<file path="src/rtl/pipe_stall_ctrl_if.sv">
// Stall-control bundle between the pipeline front end (master) and the
// central stall scheduler (slave).
interface pipe_stall_ctrl_if #(
    parameter int unsigned STALL_W = 6
);
    logic               stallreq_from_if;
    logic               stallreq_from_id;
    logic               mc_start;
    logic               flush;
    logic               clr_cnt;
    logic [STALL_W-1:0] stall;
    logic               mc_busy;
    logic               mc_done;
    logic               mc_err;
    logic [31:0]        stall_cycles;

    modport master (
        output stallreq_from_if, stallreq_from_id, mc_start, flush, clr_cnt,
        input  stall, mc_busy, mc_done, mc_err, stall_cycles
    );

    modport slave (
        input  stallreq_from_if, stallreq_from_id, mc_start, flush, clr_cnt,
        output stall, mc_busy, mc_done, mc_err, stall_cycles
    );
endinterface

</file>
<file path="src/rtl/pipe_stall_ctrl.sv">
// Central stall scheduler: merges IF/ID/multi-cycle stall requests onto the
// stall bus, sequences multi-cycle unit occupancy and counts stalled cycles.
module pipe_stall_ctrl #(
    parameter int unsigned STALL_W = 6,
    parameter int unsigned MC_LAT  = 33
) (
    input  logic              clk,
    input  logic              rst,
    pipe_stall_ctrl_if.slave  bus
);
    typedef enum logic {
        ST_IDLE = 1'b0,
        ST_BUSY = 1'b1
    } state_t;

    localparam logic [5:0]  LP_CNT_INIT = 6'(MC_LAT - 2);
    localparam logic [3:0]  LP_ENC_IF   = 4'b0011;
    localparam logic [3:0]  LP_ENC_ID   = 4'b0111;
    localparam logic [3:0]  LP_ENC_MC   = 4'b1111;
    localparam logic [31:0] LP_CNT_MAX  = '1;

    state_t       r_state;
    logic [5:0]   r_cnt;
    logic         r_mc_err;
    logic [31:0]  r_stall_cycles;

    logic               w_busy;
    logic               w_mc_accept;
    logic               w_mc_stall;
    logic               w_mc_last;
    logic [3:0]         w_req_lo;
    logic [STALL_W-1:0] w_stall;

    assign w_busy      = (r_state == ST_BUSY);
    assign w_mc_accept = !w_busy && bus.mc_start && !bus.flush;
    assign w_mc_stall  = w_mc_accept || w_busy;
    // A flush in the final occupancy cycle aborts the op, so no done pulse.
    assign w_mc_last   = w_busy && (r_cnt == 6'd0) && !bus.flush;

    always_comb begin
        w_req_lo = ({4{bus.stallreq_from_if}} & LP_ENC_IF)
                 | ({4{bus.stallreq_from_id}} & LP_ENC_ID)
                 | ({4{w_mc_stall}}           & LP_ENC_MC);
        w_stall       = '0;
        w_stall[3:0]  = w_req_lo;
    end

    always_ff @(posedge clk) begin
        if (!rst) begin
            r_state <= ST_IDLE;
            r_cnt   <= '0;
        end else if (bus.flush) begin
            r_state <= ST_IDLE;
            r_cnt   <= '0;
        end else begin
            case (r_state)
                ST_IDLE: begin
                    if (bus.mc_start) begin
                        r_state <= ST_BUSY;
                        r_cnt   <= LP_CNT_INIT;
                    end
                end
                ST_BUSY: begin
                    if (r_cnt == 6'd0) begin
                        r_state <= ST_IDLE;
                    end else begin
                        r_cnt <= r_cnt - 6'd1;
                    end
                end
                default: begin
                    r_state <= ST_IDLE;
                    r_cnt   <= '0;
                end
            endcase
        end
    end

    always_ff @(posedge clk) begin
        if (!rst) begin
            r_mc_err <= 1'b0;
        end else if (w_busy && bus.mc_start) begin
            r_mc_err <= 1'b1;
        end
    end

    always_ff @(posedge clk) begin
        if (!rst) begin
            r_stall_cycles <= '0;
        end else if (bus.clr_cnt) begin
            r_stall_cycles <= '0;
        end else if (w_stall[0] && (r_stall_cycles != LP_CNT_MAX)) begin
            r_stall_cycles <= r_stall_cycles + 32'd1;
        end
    end

    assign bus.stall        = w_stall;
    assign bus.mc_busy      = w_busy;
    assign bus.mc_done      = w_mc_last;
    assign bus.mc_err       = r_mc_err;
    assign bus.stall_cycles = r_stall_cycles;
endmodule

</file>
<file path="src/flat_wrapper.sv">
// flat-port wrapper written by rule: the top's interface ports become plain ports
module pipe_stall_ctrl_flat 
#(
    parameter int unsigned STALL_W = 6,
    parameter int unsigned MC_LAT  = 33
)
  (clk, rst, bus_stallreq_from_if, bus_stallreq_from_id, bus_mc_start, bus_flush, bus_clr_cnt, bus_stall, bus_mc_busy, bus_mc_done, bus_mc_err, bus_stall_cycles);
  pipe_stall_ctrl_if #(.STALL_W(STALL_W)) bus_i ();
  input  logic clk;
  input  logic rst;
  input wire logic [$bits(bus_i.stallreq_from_if)-1:0] bus_stallreq_from_if;
  input wire logic [$bits(bus_i.stallreq_from_id)-1:0] bus_stallreq_from_id;
  input wire logic [$bits(bus_i.mc_start)-1:0] bus_mc_start;
  input wire logic [$bits(bus_i.flush)-1:0] bus_flush;
  input wire logic [$bits(bus_i.clr_cnt)-1:0] bus_clr_cnt;
  output wire logic [$bits(bus_i.stall)-1:0] bus_stall;
  output wire logic [$bits(bus_i.mc_busy)-1:0] bus_mc_busy;
  output wire logic [$bits(bus_i.mc_done)-1:0] bus_mc_done;
  output wire logic [$bits(bus_i.mc_err)-1:0] bus_mc_err;
  output wire logic [$bits(bus_i.stall_cycles)-1:0] bus_stall_cycles;
  assign bus_i.stallreq_from_if = bus_stallreq_from_if;
  assign bus_i.stallreq_from_id = bus_stallreq_from_id;
  assign bus_i.mc_start = bus_mc_start;
  assign bus_i.flush = bus_flush;
  assign bus_i.clr_cnt = bus_clr_cnt;
  assign bus_stall = bus_i.stall;
  assign bus_mc_busy = bus_i.mc_busy;
  assign bus_mc_done = bus_i.mc_done;
  assign bus_mc_err = bus_i.mc_err;
  assign bus_stall_cycles = bus_i.stall_cycles;
  pipe_stall_ctrl #(.STALL_W(STALL_W), .MC_LAT(MC_LAT)) u_core (.clk(clk), .rst(rst), .bus(bus_i));
endmodule
</file>
<file path="config.mk">
export PLATFORM = sky130hd
export DESIGN_NAME = pipe_stall_ctrl_flat
export DESIGN_NICKNAME = d
export VERILOG_FILES = /design/src/rtl/pipe_stall_ctrl_if.sv /design/src/rtl/pipe_stall_ctrl.sv /design/src/flat_wrapper.sv
export SDC_FILE = /design/constraint.sdc
export NUM_CORES = 1
export LEC_CHECK = 0
export BUFFER_PORTS_ARGS = -buffer_cell sky130_fd_sc_hd__buf_4
export CAP_MARGIN = 20
export CORE_ASPECT_RATIO = 1.1
export CORE_UTILIZATION = 55
export DETAILED_ROUTE_END_ITERATION = 7
export PLACE_DENSITY = 0.81
export SLEW_MARGIN = 0
export SYNTH_ARGS = -nofsm -noshare
export SYNTH_HDL_FRONTEND = slang
export SYNTH_SLANG_ARGS = --single-unit
</file>
<file path="constraint.sdc">
create_clock -name clk -period 3.1 [get_ports clk]
set_input_delay 0 -clock clk [delete_from_list [all_inputs] [get_ports clk]]
set_output_delay 0 -clock clk [all_outputs]
set_load 0.05 [all_outputs]
</file>
-- Word-level counts from Yosys, hierarchy flattened
Index checks and enable logic that the tools add are counted.
- add/subtract/negate cells: 2
- $mul: 0
- div/mod/pow operators: 0
- magnitude comparators: 0
- equal/unequal tests: 3
- shifts and indexed selects: 0
- mux-type cells: 6
- bitwise logic cells: 4
- reduce and logical (&&, ||, !) cells: 13
- operator list (cell ; number):
    32-bit by 1-bit adder with 32-bit output (second input constant) ; 1
    32-bit != test (second input constant) ; 1
    6-bit 2-to-1 mux ; 2
    6-bit case mux with 2 select lines ; 1
    1-bit logical AND ; 6
    6-bit logical NOT ; 1
    6-bit by 1-bit subtractor with 6-bit output (second input constant) ; 1
    2-bit != test (second input constant) ; 2
    4-bit OR ; 1
    2-bit OR reduction ; 2
    2-bit by 3-bit OR with 3-bit output ; 1
    1-bit logical NOT ; 2
    1-bit 2-to-1 mux ; 2
    1-bit NOT ; 2
    1-bit case mux with 2 select lines ; 1
    2-bit AND reduction ; 1
    1-bit logical OR ; 1
- register bits: 40
- bits in latches: 0
- memory bits (writable): 0
- memory bits (read-only): 0
- input port bits: 7
- output and inout bits: 41
- logic and storage cells: 32
- memories kept: 0

-- Longest topological paths before layout
- depth in word-level cells: 6
- gate-level depth with buffers: 7

-- Worst setup path after synthesis
OpenSTA, ideal clock, no wires.
- path type: flip-flop to flip-flop
- start: register u_core.r_stall_cycles[6] (netlist: u_core.bus.stall_cycles[6])
- end: register u_core.r_stall_cycles[23] (netlist: u_core.bus.stall_cycles[23])
- data arrival time: 2274 ps
- setup slack: 756 ps
- stages on the path, launching flop included: 7
- path buffers: 1
- period minus slack after synthesis: 2344 ps
- cell sequence: dfxtp_1 > and4_4 > o311ai_4 > or3_1 > buf_2 > or4_1 > a21oi_1
- cells in the longest elaborated chain, start to end: 2
- elaborated cells between the ends (all ways): 3
- classes of those cells: 1 x add/sub; 1 x eq/ne; 1 x reduce/logical
- RTL lines (what ; line ; source):
    from (decl) ; pipe_stall_ctrl.sv:25 ; logic [31:0] r_stall_cycles;
    from (signal assigned) ; pipe_stall_ctrl.sv:92 ; r_stall_cycles <= r_stall_cycles + 32'd1;
    branches (longest 2 deep; another with 32-bit by 1-bit adder with 32-bit output) ; -- ;
Parallel ways; which one is timed is not known.
A chain may end at the register's enable or synchronous reset.

-- Final worst setup path
- start: register u_core.r_stall_cycles[22] (netlist: u_core.bus.stall_cycles[22])
- end: register u_core.r_stall_cycles[10] (netlist: u_core.bus.stall_cycles[10])
- cells in the longest elaborated chain, start to end: 2
- RTL lines (what ; line ; source):
    32-bit != test ; pipe_stall_ctrl.sv:91 ; end else if (w_stall[0] && (r_stall_cycles != LP_CNT_MAX)) begin
    1-bit logical AND ; pipe_stall_ctrl.sv:91 ;
No other way between the ends.

==> flow_metrics.env <==
export IMPL_synth_top_family_by_area="simple AND/OR/NAND/NOR gates"
export IMPL_grt_pass1_wl_um=8004
export IMPL_fin_skew_ps=8.040
export IMPL_fp_row_count=23
export IMPL_drive_gt1_share_pct=22.37
export IMPL_drc=0
export IMPL_clock_path_buffers=2
export IMPL_critical_path_arrival_ps=2520
export IMPL_swShare_pct=26.43
export IMPL_die_area_mm2=0.004181
export IMPL_port_buffers=45
export IMPL_cts_setup_buffers=0
export IMPL_required_ps=3300
export IMPL_final_util_pct=70.21
export IMPL_diodes=0
export IMPL_cts_buffers=5
export IMPL_power_density_mw_per_mm2=382.6
export IMPL_clk_pin_slew_ps=80
export IMPL_slew_headroom_pct=44.25
export IMPL_cts_root_buf="clkbuf_8"
export IMPL_finalSetupViolCount=0
export IMPL_die_h_um=67.72
export IMPL_synth_simple_gate_area_share_pct=33.14
export IMPL_synth_adder_area_share_pct=1.738
export IMPL_hold_viol_final=0
export IMPL_final_nets=313
export IMPL_end_kind="register"
export IMPL_ant_nets=0
export IMPL_rsz0062_at_grt="false"
export IMPL_globalplace_congestion=0.8583
export IMPL_initial_utilization_pct=58.17
export IMPL_grt_usage_pct=25.82
export IMPL_synth_common_cells="dfxtp_1 (40), a21oi_1 (28), or3_1 (19)"
export IMPL_wl_um=5053
export IMPL_synth_area_mm2=0.002160
export IMPL_syn_to_final_growth_pct=20.68
export IMPL_max_freq_mhz=430.7
export IMPL_boundaryPins=48
export IMPL_worst_slew_pin_slew_ps=834.5
export IMPL_synth_most_common_cell="dfxtp_1"
export IMPL_ys_types=56
export IMPL_internal_power_mw=0.7336
export IMPL_vias_per_cell=5.932
export IMPL_tns_ps=0
export IMPL_cts_tree="built"
export IMPL_wl_per_cell_um=14.27
export IMPL_status="completed"
export IMPL_seqPwrFrac_pct=53.0
export IMPL_stdcell_area_mm2=0.002606
export IMPL_cp_start_kind="register"
export IMPL_yosysTopAreaCell="dfxtp_1"
export IMPL_grt_antenna_before_repair=0
export IMPL_power_frac_clock_pct=36.5
export IMPL_fp_dieW_um=61.75
export IMPL_vias=2100
export IMPL_power_switching_mw=0.2635
export IMPL_drtIter0Drc=122
export IMPL_hold_ws_ps=79.80
export IMPL_syn_instance_count=260
export IMPL_drt_pass1_iterations=4
export IMPL_post_route_min_period_ps=2322
export IMPL_combPwrFrac_pct=10.5
export IMPL_synth_mux_area_share_pct=1.390
export IMPL_synth_seq_cells=40
export IMPL_period_share_pct=74.91
export IMPL_ys_flop_type="dfxtp_1"
export IMPL_worstPathMaxFanout=20
export IMPL_ys_seq_area_share_pct=37.08
export IMPL_grt_max_degree=21
export IMPL_cts_htree_levels=2
export IMPL_max_cap_violations=0
export IMPL_clk_latency_ps=300
export IMPL_clock_sinks=40
export IMPL_reg2reg_slack_ps=780
export IMPL_synth_area_leaders="dfxtp_1 (37%), a21oi_1 (6.5%), or3_1 (5.5%)"
export IMPL_placed_cell_area_mm2=0.002494
export IMPL_drv_slew=0
export IMPL_worstHoldPathType="primary input to register"
export IMPL_async_reset_ff_share_pct=0
export IMPL_synth_compound_area_share_pct=20.68
export IMPL_power_leakage_nw=0.9531
export IMPL_synth_edf_count=0
export IMPL_first_global_vias=1803
export IMPL_dpl_hpwl_um=3620
export IMPL_crit_type="register to register"
export IMPL_cts_resized=0
export IMPL_synth_xor_area_share_pct=0.8111
export IMPL_core_mm2=0.003712
export IMPL_max_vdd_ir_drop_uv=223.5
export IMPL_yosysTopAreaCellShare_pct=37.08
export IMPL_synth_area_per_cell_um2=8.306
export IMPL_ys_warn_count=0
export IMPL_grt_overflow_total=0
==> cell type report <==
class	instances	area, µm²
Fill cell	326	1106
Inverter	6	22.52
Timing Repair Buffer	49	372.9
Sequential cell	40	800.8
Tap cell	50	62.56
Clock inverter	2	10.01
Clock buffer	6	82.58
Multi-Input combinational cell	201	1255
==> path summary, 6_finish.rpt <==
path                                            start  depth (start not counted)                                  endpoint
max          u_core.bus.stall_cycles[22]$_SDFFE_PP0P_                          6  u_core.bus.stall_cycles[10]$_SDFFE_PP0P_
min                                      bus_mc_start                          3              u_core.r_cnt[2]$_SDFFE_PP0P_
max reg2reg  u_core.bus.stall_cycles[22]$_SDFFE_PP0P_                          6  u_core.bus.stall_cycles[10]$_SDFFE_PP0P_
min reg2reg              u_core.r_cnt[5]$_SDFFE_PP0P_                          2              u_core.r_cnt[5]$_SDFFE_PP0P_
==> power groups by stage <==
stage | Clock, mW | Sequential, mW | Combinational, mW
floorplan | 0 | 0.546 | 0.0720
global placement | 0 | 0.540 | 0.101
detailed placement | 0 | 0.540 | 0.103
CTS | 0.373 | 0.528 | 0.105
global route | 0.387 | 0.530 | 0.114
finish | 0.364 | 0.529 | 0.105
==> layer usage <==
metal,global-route usage (%),part of all wire [%]
met2,44.35,49
met5,0,0
met4,7.778,1.3
met1,31.31,45
met3,6.322,5.0
==> logic make-up (layout without fill, tap and decap cells) <==
| group | count (synthesis) | in the layout |
|---|---|---|
| other cells | 1 | 2 |
| flops | 40 | 40 |
| fa+ha+maj | 3 | 3 |
| mux | 3 | 3 |
| compound gates | 70 | 70 |
| simple gates | 121 | 121 |
| xor+xnor | 2 | 2 |
| buf+inv | 20 | 63 |
==> flip-flops by register name, indices dropped and copies added (netlist names) <==
signal                   count
u_core.bus.mc_busy           1
u_core.bus.mc_err            1
u_core.bus.stall_cycles     32
u_core.r_cnt                 6
==> layout by cell type (no fill, tap or decap), types with 5 or more instances in the layout <==
master / netlist / layout
o21ai_0: 18 / 18
nor2_1: 9 / 9
clkbuf_8: 0 / 6
or4_1: 7 / 7
or3_1: 19 / 19
nand2_1: 18 / 18
and3_1: 6 / 6
buf_4: 4 / 47
nand2b_1: 5 / 5
dfxtp_1: 40 / 40
inv_1: 5 / 5
nand4_1: 8 / 8
o31ai_1: 5 / 5
nand3_1: 18 / 18
a21oi_1: 28 / 28
==> worst max-delay path, stage by stage (launching register included) <==
cell	delay, ps
dfxtp_1	410
nand4_1	250
or3_1	490
nor3_4	500
buf_4	310
o311ai_0	150
o41ai_1	100
==> what timing repair did <==
action | 4_1_cts | 5_1_grt
endpoints found under the setup margin | 0 | 0
hold endpoints to repair | 1 | 0
hold buffers | 2 | 0
==> per-stage QoR <==
stage	total power [mW]	cells	worst slack, ps
6_report	0.9971	354	777.9
5_1_grt	1.031	354	559.1
4_1_cts	1.006	354	780.7
3_5_place_dp	0.6433	344	816.0
3_3_place_gp	0.6411	344	895.3
2_1_floorplan	0.6180	261	756.0
Power figures use the tool's default switching activity.
